[config.mk]
export PLATFORM = sky130hd
export DESIGN_NAME = pipeline_ctrl
export DESIGN_NICKNAME = d
export VERILOG_FILES = /design/src/rtl/pipeline_ctrl_pkg.sv /design/src/rtl/pipeline_ctrl_perf_counter.sv /design/src/rtl/pipeline_ctrl.sv
export SDC_FILE = /design/constraint.sdc
export NUM_CORES = 1
export LEC_CHECK = 0
export CAP_MARGIN = 15
export CORE_MARGIN = 2
export CORE_UTILIZATION = 55
export CTS_BUF_LIST = sky130_fd_sc_hd__clkbuf_4
export DETAILED_ROUTE_END_ITERATION = 12
export PLACE_DENSITY = 0.95
export RECOVER_POWER = 25
export SKIP_CTS_REPAIR_TIMING = 1
export SYNTH_ARGS = -nofsm -noshare
export SYNTH_HDL_FRONTEND = slang
export SYNTH_SLANG_ARGS = --single-unit
[constraint.sdc]
create_clock -name CLK -period 5.11 [get_ports CLK]
set_input_delay 0.511 -clock CLK [delete_from_list [all_inputs] [get_ports CLK]]
set_output_delay 0.511 -clock CLK [all_outputs]
set_load 0.01 [all_outputs]
[src/rtl/pipeline_ctrl_pkg.sv]
// Shared types for the pipeline sequencer: drain FSM states and the machine word.
package pipeline_ctrl_pkg;

    localparam int WORD_W = 32;

    typedef logic [WORD_W-1:0] word_t;

    typedef enum logic [1:0] {
        RUN    = 2'd0,
        DRAIN  = 2'd1,
        HALTED = 2'd2
    } pipe_state_t;

endpackage

[src/rtl/pipeline_ctrl_perf_counter.sv]
// Event counter: counts cycles with inc high, wraps modulo 2^CNT_W.
// Latency: count reflects inc one cycle later. No backpressure.
// Backpressure: none; freezing is done by the caller holding inc low.
module perf_counter #(
    parameter int CNT_W = 32
) (
    input  logic             CLK,
    input  logic             RST,
    input  logic             inc,
    output logic [CNT_W-1:0] count
);

    always_ff @(posedge CLK or posedge RST) begin
        if (RST) begin
            count <= '0;
        end else if (inc) begin
            count <= count + 1'b1;
        end
    end

endmodule

[src/rtl/pipeline_ctrl.sv]
// Pipeline sequencer: PC/latch enables and flushes, halt drain FSM, perf counters.
// Latency: enables/flushes are combinational (zero cycle); state, halt and counters registered.
// Backpressure: a pending data access holds PC..EX/MEM and bubbles MEM/WB until dhit.
module pipeline_ctrl
    import pipeline_ctrl_pkg::*;
#(
    parameter int CNT_W = 32
) (
    input  logic             CLK,
    input  logic             RST,
    input  logic             ihit,
    input  logic             dhit,
    input  logic             mem_dREN,
    input  logic             mem_dWEN,
    input  logic             flush,
    input  logic             insert_nop,
    input  logic             id_halt,
    input  logic             wb_halt,
    output logic             pc_en,
    output logic             ifid_en,
    output logic             idex_en,
    output logic             exmem_en,
    output logic             memwb_en,
    output logic             ifid_flush,
    output logic             idex_flush,
    output logic             exmem_flush,
    output logic             memwb_flush,
    output logic             imemREN,
    output logic             halt,
    output logic [CNT_W-1:0] cycle_cnt,
    output logic [CNT_W-1:0] stall_cnt,
    output logic [CNT_W-1:0] flush_cnt
);

    pipe_state_t state;
    pipe_state_t state_nxt;
    logic        dstall;
    logic        cycle_inc;
    logic        stall_inc;
    logic        flush_inc;

    assign dstall = (mem_dREN | mem_dWEN) & ~dhit;

    always_ff @(posedge CLK or posedge RST) begin
        if (RST) begin
            state <= RUN;
            halt  <= 1'b0;
        end else begin
            state <= state_nxt;
            halt  <= (state_nxt == HALTED);
        end
    end

    always_comb begin
        state_nxt   = state;
        pc_en       = 1'b0;
        ifid_en     = 1'b0;
        idex_en     = 1'b0;
        exmem_en    = 1'b0;
        memwb_en    = 1'b0;
        ifid_flush  = 1'b0;
        idex_flush  = 1'b0;
        exmem_flush = 1'b0;
        memwb_flush = 1'b0;
        imemREN     = 1'b0;
        cycle_inc   = 1'b0;
        stall_inc   = 1'b0;
        flush_inc   = 1'b0;

        case (state)
            RUN, DRAIN: begin
                cycle_inc = 1'b1;
                imemREN   = (state == RUN);
                // A stalled data access outranks redirects: EX is held so requests re-present.
                if (dstall) begin
                    memwb_flush = 1'b1;
                    stall_inc   = 1'b1;
                end else if (flush) begin
                    pc_en      = 1'b1;
                    ifid_flush = 1'b1;
                    idex_flush = 1'b1;
                    exmem_en   = 1'b1;
                    memwb_en   = 1'b1;
                    flush_inc  = 1'b1;
                    state_nxt  = RUN;
                end else if (insert_nop) begin
                    idex_flush = 1'b1;
                    exmem_en   = 1'b1;
                    memwb_en   = 1'b1;
                    stall_inc  = 1'b1;
                end else if (state == RUN && id_halt) begin
                    ifid_flush = 1'b1;
                    idex_en    = 1'b1;
                    exmem_en   = 1'b1;
                    memwb_en   = 1'b1;
                    state_nxt  = DRAIN;
                end else if (state == RUN && !ihit) begin
                    ifid_flush = 1'b1;
                    idex_en    = 1'b1;
                    exmem_en   = 1'b1;
                    memwb_en   = 1'b1;
                    stall_inc  = 1'b1;
                end else if (state == RUN) begin
                    pc_en    = 1'b1;
                    ifid_en  = 1'b1;
                    idex_en  = 1'b1;
                    exmem_en = 1'b1;
                    memwb_en = 1'b1;
                end else begin
                    ifid_flush = 1'b1;
                    idex_en    = 1'b1;
                    exmem_en   = 1'b1;
                    memwb_en   = 1'b1;
                end

                // Halt reaching WB has committed, so it outranks a younger redirect.
                if (state == DRAIN && !dstall && wb_halt) begin
                    state_nxt = HALTED;
                end
            end
            default: begin
            end
        endcase
    end

    perf_counter #(.CNT_W(CNT_W)) u_cycle_cnt (
        .CLK   (CLK),
        .RST   (RST),
        .inc   (cycle_inc),
        .count (cycle_cnt)
    );

    perf_counter #(.CNT_W(CNT_W)) u_stall_cnt (
        .CLK   (CLK),
        .RST   (RST),
        .inc   (stall_inc),
        .count (stall_cnt)
    );

    perf_counter #(.CNT_W(CNT_W)) u_flush_cnt (
        .CLK   (CLK),
        .RST   (RST),
        .inc   (flush_inc),
        .count (flush_cnt)
    );

endmodule

# After elaboration in Yosys (flattened, before gate mapping)
# Index checks and enable logic that the tools add are counted.
[classes]
n_mux = 46
reduce_logical = 8
n_bitwise = 3
eq_ne = 2
addsub = 3
[op_table]
columns = ["op", "count"]
rows = [
  ["32-bit by 1-bit adder with 32-bit output, second input constant", 3],
  ["1-bit two-way mux", 40],
  ["2-bit two-way mux", 6],
  ["1-bit logical AND", 4],
  ["2-bit by 1-bit == test with 1-bit output, second input constant", 1],
  ["2-bit == test, second input constant", 1],
  ["1-bit zero test", 2],
  ["2-bit zero test", 1],
  ["2-bit OR reduction", 1],
  ["1-bit AND", 1],
  ["1-bit inverter", 1],
  ["1-bit OR", 1],
]
[totals]
in_bits = 10
register_bits = 99
output_inout_bits = 107
elab_cells = 67

# Logic depth before layout (Yosys ltp)
# Gate-level depths: netlist (run 1).
[depth]
ltp_word = 9
depth_mapped = 7
depth_no_buf = 6

# Cells and area by module
# From an unflattened synthesis (run 1), not the netlist that was laid out.
[hier_totals]
cells_unflattened = 410
hier_area_um2 = 4642.0
[modules_own_cells]
columns = ["mod", "area_per_inst_um2", "cells_per_inst", "seq_area_each_um2", "n_inst"]
rows = [
  ["perf_counter (u_flush_cnt)", 1490.2, 125, 800.8, 1],
  ["perf_counter (u_stall_cnt)", 1453.9, 122, 800.8, 1],
  ["perf_counter (u_cycle_cnt)", 1435.1, 128, 800.8, 1],
  ["pipeline_ctrl", 262.8, 35, 75.1, 1],
]

# Worst setup path before layout (run 1)
# OpenSTA, ideal clock, no wires.
[synth_path]
kind = "input to output"
from = "in mem_dWEN"
to = "out ifid_en"
cell_stages = 5
required_ns = 4.599
path_buffers = 0
setup_slack_ns = 3.077
arrival_ns = 1.522
path_cell_list = "o21bai_2 -> nand2_1 -> inv_1 -> nand2b_1 -> nor3_1"
[synth_between]
elab_chain_cells = 4
[synth_rtl]
columns = ["element", "line", "source"]
rows = [
  ["start, declared", "pipeline_ctrl.sv:14", "input logic mem_dWEN,"],
  ["1-bit OR", "pipeline_ctrl.sv:42", "assign dstall = (mem_dREN | mem_dWEN) & ~dhit;"],
  ["1-bit AND", "pipeline_ctrl.sv:42", ""],
  ["1-bit two-way mux", "pipeline_ctrl.sv:75", "if (dstall) begin"],
  ["1-bit two-way mux", "pipeline_ctrl.sv:70", "case (state)"],
  ["end, declared", "pipeline_ctrl.sv:20", "output logic ifid_en,"],
]
# No other way between the ends.

# Worst setup path in the final report (run 1)
[layout_path]
from = "in mem_dWEN"
to = "out ifid_flush"
[layout_between]
elab_chain_cells = 4
[layout_rtl]
columns = ["element", "line", "source"]
rows = [
  ["1-bit OR", "pipeline_ctrl.sv:42", ""],
  ["1-bit AND", "pipeline_ctrl.sv:42", ""],
  ["1-bit two-way mux", "pipeline_ctrl.sv:75", ""],
  ["1-bit two-way mux", "pipeline_ctrl.sv:70", ""],
  ["end, declared", "pipeline_ctrl.sv:24", "output logic ifid_flush,"],
]
# No other way between the ends.

==> results of run 1 <==
-- sequential cells by signal (all words and copies together), names as in the netlist --
signal / flops
u_cycle_cnt.count: 32
halt: 1
state: 2
u_stall_cnt.count: 32
u_flush_cnt.count: 32
-- kinds of logic after synthesis --
family,share of synthesized area (%)
AO/OA/AOI/OAI,1.55
XOR/XNOR,17.7
buffers and inverters,1.42
AND/OR/NAND/NOR,23.7
flip-flops,54.0
other,0.0817
adder cells (fa/ha/maj),0.818
multiplexers,0.736
-- power groups by stage --
| stage | registers, mW | logic (mW) | clock network [mW] |
|---|---|---|---|
| 5_1_grt | 0.787 | 0.0326 | 0.456 |
| 4_1_cts | 0.786 | 0.0307 | 0.423 |
| 6_report | 0.786 | 0.0281 | 0.411 |
| 3_5_place_dp | 0.801 | 0.0306 | 0 |
| 3_3_place_gp | 0.801 | 0.0300 | 0 |
| 2_1_floorplan | 0.800 | 0.0157 | 0 |
-- worst max-delay path, delay by kind of cell --
family	cells	cell delay (ns)
AO/OA/AOI/OAI	1	0.45
buffers and inverters	3	1.31
AND/OR/NAND/NOR	4	0.60
-- through the flow --
| stage | hold slack, ns | std cells | power (mW) | util [%] |
|---|---|---|---|---|
| 6_report | 0.483 | 632 | 1.23 | 73.3 |
| 5_1_grt | 0.520 | 632 | 1.28 | 73.3 |
| 4_1_cts | 0.485 | 632 | 1.24 | 73.6 |
| 3_5_place_dp | 0.463 | 616 | 0.831 | 71.8 |
| 3_3_place_gp | 0.459 | 616 | 0.831 | 71.8 |
| 2_1_floorplan | 0.504 | 402 | 0.816 | - |
-- cells in the final DEF, fill, tap and decap left out, types with 4 or more instances in the layout --
| cell type | n |
|---|---|
| clkdlybuf4s50_1 | 113 |
| dfrtp_1 | 99 |
| xnor2_1 | 62 |
| nand2_1 | 37 |
| xor2_1 | 31 |
| nand4_1 | 27 |
| nand3_1 | 27 |
| nor2_1 | 23 |
| nor3_1 | 18 |
| and3_1 | 10 |
| clkbuf_4 | 9 |
| inv_1 | 6 |
| and4_1 | 6 |
| nor4_2 | 4 |
| nand2b_1 | 4 |
-- layout make-up --
| cell class | count | area [um^2] | share of cell area (%) |
|---|---|---|---|
| Clock buffer | 9 | 67.6 | 1.13 |
| Sequential cell | 99 | 2480 | 41.5 |
| Inverter | 7 | 27.5 | 0.462 |
| Timing Repair Buffer | 116 | 1160 | 19.4 |
| Tap cell | 105 | 131 | 2.20 |
| Multi-Input combinational cell | 289 | 2030 | 34.0 |
| Clock inverter | 7 | 75.1 | 1.26 |
-- final timing paths --
check | end | slack (ns) | cells past startpoint
min in group asynchronous | u_flush_cnt.count[14]$_DFFE_PP0P_ | 1.12 | 2
hold / removal | u_cycle_cnt.count[31]$_DFFE_PP0P_ | 0.48 | 1
hold reg to reg | u_cycle_cnt.count[31]$_DFFE_PP0P_ | 0.48 | 1
setup reg to reg | u_stall_cnt.count[23]$_DFFE_PP0P_ | 3.00 | 5
setup / recovery | ifid_flush | 1.74 | 8
max in group asynchronous | u_flush_cnt.count[7]$_DFFE_PP0P_ | 2.04 | 3
-- layer usage --
metal	part of all wire, %	vias up	GRT usage, %	wire (um)
met5	0	-	0	0
met4	1.6	0	8.94	167
met3	5.7	16	5.30	602
met2	51	107	40.9	5340
met1	42	1760	31.7	4420
li1	-	1626	-	-
==> summary.md, run 1 <==
| Metric | Value |
|---|---|
| Area post-placement | `just under 6000 um^2` |
| Sequential fraction of the synthesis area | `between 50 and 60%` |
| Max Cap Viol | `1` |
| Vias in the first global route | `about 3,500` |
| CP Max Fanout | `7` |
| Initial antenna violation count | `0` |
| H-Tree Depth | `3` |
| GPL Wtd Cong | `around 0.87` |
| Syn Nets | `415` |
| Max Clk Rate | `around 300 MHz` |
| Post-route ant nets | `0` |
| Total Neg Setup Slack | `0 ns` |
| Hold WC Path Type | `reg -> reg` |
| CTS sink count | `approximately 100` |
| Root buffer cell | `clkbuf_4` |
| PwrDens | `~210 nW/um^2` |
| Startpoint Class | `input pin` |
| Fill cells | `581` |
| EDFF count, synth | `0` |
| Final Slew Violations | `between 50 and 60` |
| HPWL Detailed | `7930 um` |
| Post-Route WL | `10,500 um` |
| Setup repair after global routing missed its margin | `false` |
| CTS Buf Count | `9` |
| CP Class | `in -> out` |
| Post-DR wirelength/cell | `approximately 17 um` |
| Post-synth top area share | `between 50% and 60%` |
| Worst skew pair latency | `~0.42 ns` |
| Area leader, netlist | `dfrtp_1` |
| Power share of the sequential group | `around 64%` |
| Failing checks | `max-capacitance violations, max-slew violations` |
| GRT Total Usage | `between 20% and 30%` |
| Net switching power | `~0.28 mW` |
| Pint | `roughly 0.94 mW` |
| IO Port Bufs | `approximately 120` |
| Largest net degree at the start of global routing | `53` |
| Worst slew pin tran | `between 2 and 2.5 ns` |
| Sw Ratio | `between 20 and 25%` |
| CP max-delay cell | `dlygate4sd3_1` |
| Layout Skew | `0.0209 ns` |
| Worst slack, placed | `a little over 2 ns` |
| Die ar. | `~9100 um^2` |
| CTS tree | `built` |
| Die Y | `about 95 um` |
| Antenna cells | `0` |
| Seq cells post-synth | `between 90 and 100` |
| Worst setup EP type | `output pin` |
| Post-route minimum period | `approximately 3.4 ns` |
| Mean Syn Cell Area | `approximately 11 um^2` |
| Worst Path Required | `approximately 4.6 ns` |
| Most frequent cell after synthesis | `dfrtp_1` |
| Layout cell share with drive strength beyond 1 | `under 10%` |
| Reg clk slew, reported paths | `around 0.14 ns` |
| Worst r2r src | `state[1]$_DFF_PP0_` |
| Final period util | `about two thirds` |
| Number of DRC markers in iteration 0 | `between 100 and 150` |
| Crit. Startpoint | `mem_dWEN` |
| Rel. slew slack | `-50.0%` |
| Min-delay src | `u_cycle_cnt.count[31]$_DFFE_PP0P_` |
| DRC Markers | `0` |
| Nets | `535` |
| First-pass iteration count of the detailed router | `4` |
| Final Cell Area | `5960 um^2` |
| Status | `finished, violations left` |
| Via density | `approximately 5.6` |
| Global route overflow | `0` |
| Worst path cell trace | `dlygate4sd3_1 -> o21bai_1 -> nand2_1 -> inv_1 -> nand2b_1 -> nand2b_1 -> nand2_1 -> clkdlybuf4s50_1` |
| Synth-to-layout area growth | `30.0%` |
| Via Count | `approximately 3,500` |
| Fin. Hold Viols | `0` |
| PnR worst setup slack | `between 1.5 and 2 ns` |
| Row Count | `33` |
| Mapped Area | `4590 um^2` |
| Slowest stage delay, CP | `between 0.5 and 0.6 ns` |
| Core footprint | `8130 um^2` |
| Combinational fraction of design power | `2.3%` |
| Mapped Cells | `402` |
| Synth top cells by count | `99 x dfrtp_1, 62 x xnor2_1, 37 x nand2_1` |
| Clock Path Buffers | `2` |
| Post-synth ARST share | `100%` |
| Clk pwr share | `between 30% and 40%` |
| Synth Flop Type | `dfrtp_1` |
| Initial Util | `a little under three fifths` |
| Arr. time, crit path | `between 2 and 3 ns` |
| # setup viols final | `0` |
| Synth area leaders | `dfrtp_1 54%, xnor2_1 12%, xor2_1 5.9%` |
| Synth unique cells | `44` |
| Yosys warns | `0` |
| Die W | `approximately 95 um` |
| Peak supply drop | `0.000119 V` |
| # IOs | `between 100 and 150` |
| Pleak | `about 2.6 nW` |
| First-pass GRT wire length | `17,400 um` |
No activity file was read; power rests on OpenSTA's default activity.
==> inputs of run 2 (changes only) <==
--- a/config.mk
+++ b/config.mk
@@ -7,10 +7,10 @@
 export LEC_CHECK = 0
 export CAP_MARGIN = 15
 export CORE_MARGIN = 2
-export CORE_UTILIZATION = 55
+export CORE_UTILIZATION = 46
 export CTS_BUF_LIST = sky130_fd_sc_hd__clkbuf_4
 export DETAILED_ROUTE_END_ITERATION = 12
-export PLACE_DENSITY = 0.95
+export PLACE_DENSITY = 0.86
 export RECOVER_POWER = 25
 export SKIP_CTS_REPAIR_TIMING = 1
 export SYNTH_ARGS = -nofsm -noshare
==> constraint.sdc (replaced) <==
create_clock -name CLK -period 2.84 [get_ports CLK]
set_input_delay 0.284 -clock CLK [delete_from_list [all_inputs] [get_ports CLK]]
set_output_delay 0.284 -clock CLK [all_outputs]
set_load 0.01 [all_outputs]
==> summary.md, run 2 (synthesis gave the netlist of run 1 again) <==
| Metric | Value |
|---|---|
| GRT met2 Usage | `between 30% and 40%` |
| CP Max Fanout | `7` |
| Biggest regs | `u_cycle_cnt.count x32, u_flush_cnt.count x32, u_stall_cnt.count x32` |
| Worst setup EP type | `output pin` |
| Initial antenna violation count | `0` |
| Synth-to-layout area growth | `32.5%` |
| PwrDens | `around 390 nW/um^2` |
| DRC Markers | `0` |
| Final Slew Violations | `0` |
| Most used routing layer | `met2` |
| CTS tree | `built` |
| Min-delay src | `u_cycle_cnt.count[31]$_DFFE_PP0P_` |
| Commonest non-fill, non-tap cells in the layout | `114 x clkdlybuf4s50_1, 99 x dfrtp_1, 62 x xnor2_1` |
| Final period util | `between 80% and 90%` |
| Hold Path Stages | `1` |
| Worst skew pair latency | `approximately 0.45 ns` |
| Nets | `538` |
| Post-Route WL | `between 9000 and 10,000 um` |
| Reg clk slew, reported paths | `0.14 ns` |
| First-pass iteration count of the detailed router | `4` |
| GPL Wtd Cong | `a little over 0.8` |
| Commonest non-fill, non-tap cell in the layout | `clkdlybuf4s50_1` |
| Post-route minimum period | `roughly 2.6 ns` |
| Status | `finished clean` |
| Global route overflow | `0` |
| Global Route met1 Usage | `roughly 25%` |
| Number of DRC markers in iteration 0 | `~140` |
| Worst Path Required | `about 2.6 ns` |
| Setup repair after global routing missed its margin | `false` |
| Post-route ant nets | `0` |
| CTS sink count | `99` |
| Reg-to-reg endpoint | `u_stall_cnt.count[30]$_DFFE_PP0P_` |
| HPWL Detailed | `roughly 7400 um` |
| Final Cell Area | `between 6000 and 7000 um^2` |
| Hold WC Path Type | `reg -> reg` |
| Die ar. | `roughly 11,000 um^2` |
| Die Y | `104 um` |
| Startpoint Class | `input pin` |
| Max Clk Rate | `392 MHz` |
| Via density | `roughly 5.1` |
| Row Count | `36` |
| Total Neg Setup Slack | `0 ns` |
| WHS Endpoint | `u_cycle_cnt.count[31]$_DFFE_PP0P_` |
| H-Tree Depth | `3` |
| CP Class | `in -> out` |
| Clock Path Buffers | `2` |
| Antenna cells | `0` |
| Flop2flop setup slack | `approximately 0.63 ns` |
| IO Port Bufs | `approximately 120` |
| Arr. time, crit path | `2.27 ns` |
| Post-DR wirelength/cell | `about 15 um` |
| GRT Total Usage | `19.3%` |
| Met3 Use GR | `under 10%` |
| Pleak | `around 2.7 nW` |
| Core footprint | `around 9700 um^2` |
| Largest net degree at the start of global routing | `55` |
| Peak supply drop | `0.000203 V` |
| # IOs | `about 120` |
| First-pass GRT wire length | `16,800 um` |
| Root buffer cell | `clkbuf_4` |
| Area post-placement | `between 5000 and 6000 um^2` |
| Layout cell share with drive strength beyond 1 | `8.68%` |
| Hold slack | `roughly 0.48 ns` |
| Worst Reg2Reg Path Length in Cells | `6` |
| Max Cap Viol | `0` |
| Via Count | `about 3,400` |
| # setup viols final | `0` |
| Vias in the first global route | `3,425` |
| Die W | `just over 100 um` |
| Initial Util | `between 40% and 50%` |
| CTS Buf Count | `9` |
| Rel. slew slack | `~15%` |
| Worst slew pin tran | `about 1.3 ns` |
| Fin. Hold Viols | `0` |
| Layout Skew | `about 0.014 ns` |
| Worst r2r src | `state[1]$_DFF_PP0_` |
run 2: cell types whose count changed in the layout (fill, tap and decap cells not counted), sizes merged:
cell / delta
inv: -1
buf: +1
bufinv: +2
dlygate4sd3: -1
clkbuf: +2
clkdlybuf4s50: +1
clkinv: +1
clkinvlp: -2
run 2: metal layers:
layer | part of all wire (%) | wire length (um) | vias up
li1 | - | - | 1641
met1 | 44 | 4290 | 1677
met2 | 50 | 4890 | 85
met3 | 4.5 | 442 | 11
met4 | 1.8 | 172 | 0
met5 | 0 | 0 | -
run 2: report_power, final:
part	leakage, nW	internal, mW	switching (mW)
Sequential	1.36	1.41	0.00275
Combinational	1.23	0.0160	0.0360
Clock	0.0967	0.452	0.482
run 2: worst max-delay path by stage:
stage / cells past startpoint / end / slack [ns] / start
floorplan: 5 / u_stall_cnt.count[20]$_DFFE_PP0P_ / 1.19 / u_stall_cnt.count[3]$_DFFE_PP0P_
global placement: 8 / ifid_flush / 0.29 / mem_dWEN
detailed placement: 8 / ifid_flush / 0.28 / mem_dWEN
CTS: 8 / ifid_flush / 0.26 / mem_dWEN
global route: 3 / halt$_DFF_PP0_ / 0.09 / RST
finish: 8 / ifid_flush / 0.29 / mem_dWEN
run 2: per-stage QoR:
stage	util, %	power (mW)	worst slack (ns)	instances
after detailed placement	60.8	1.50	0.277	647
after global routing	62.5	2.48	0.0941	663
after floorplan	-	1.47	1.19	402
after CTS	62.8	2.44	0.265	663
final	62.5	2.40	0.286	663
after global placement	60.8	1.50	0.295	647
run 2: area by class of cell:
cell class | count | area, um^2
Clock buffer | 9 | 67.6
Clock inverter | 7 | 124
Fill cell | 798 | 3650
Inverter | 7 | 27.5
Multi-Input combinational cell | 289 | 2050
Sequential cell | 99 | 2480
Tap cell | 133 | 166
Timing Repair Buffer | 119 | 1170
run 2: critical path, stage by stage:
cell             delay, ns
clkdlybuf4s50_1       0.42
o21bai_2              0.30
nand2_1               0.17
inv_1                 0.21
nand2b_1              0.13
nand2b_1              0.15
nand2_1               0.06
clkdlybuf4s50_1       0.53
==> inputs of run 3 (changes only) <==
--- a/config.mk
+++ b/config.mk
@@ -12,6 +12,7 @@
 export DETAILED_ROUTE_END_ITERATION = 12
 export PLACE_DENSITY = 0.86
 export RECOVER_POWER = 25
+export SETUP_SLACK_MARGIN = 0.05
 export SKIP_CTS_REPAIR_TIMING = 1
 export SYNTH_ARGS = -nofsm -noshare
 export SYNTH_HDL_FRONTEND = slang
==> results of run 3 <==
No change in the layout: final DEF, timing and power equal those of run 2.
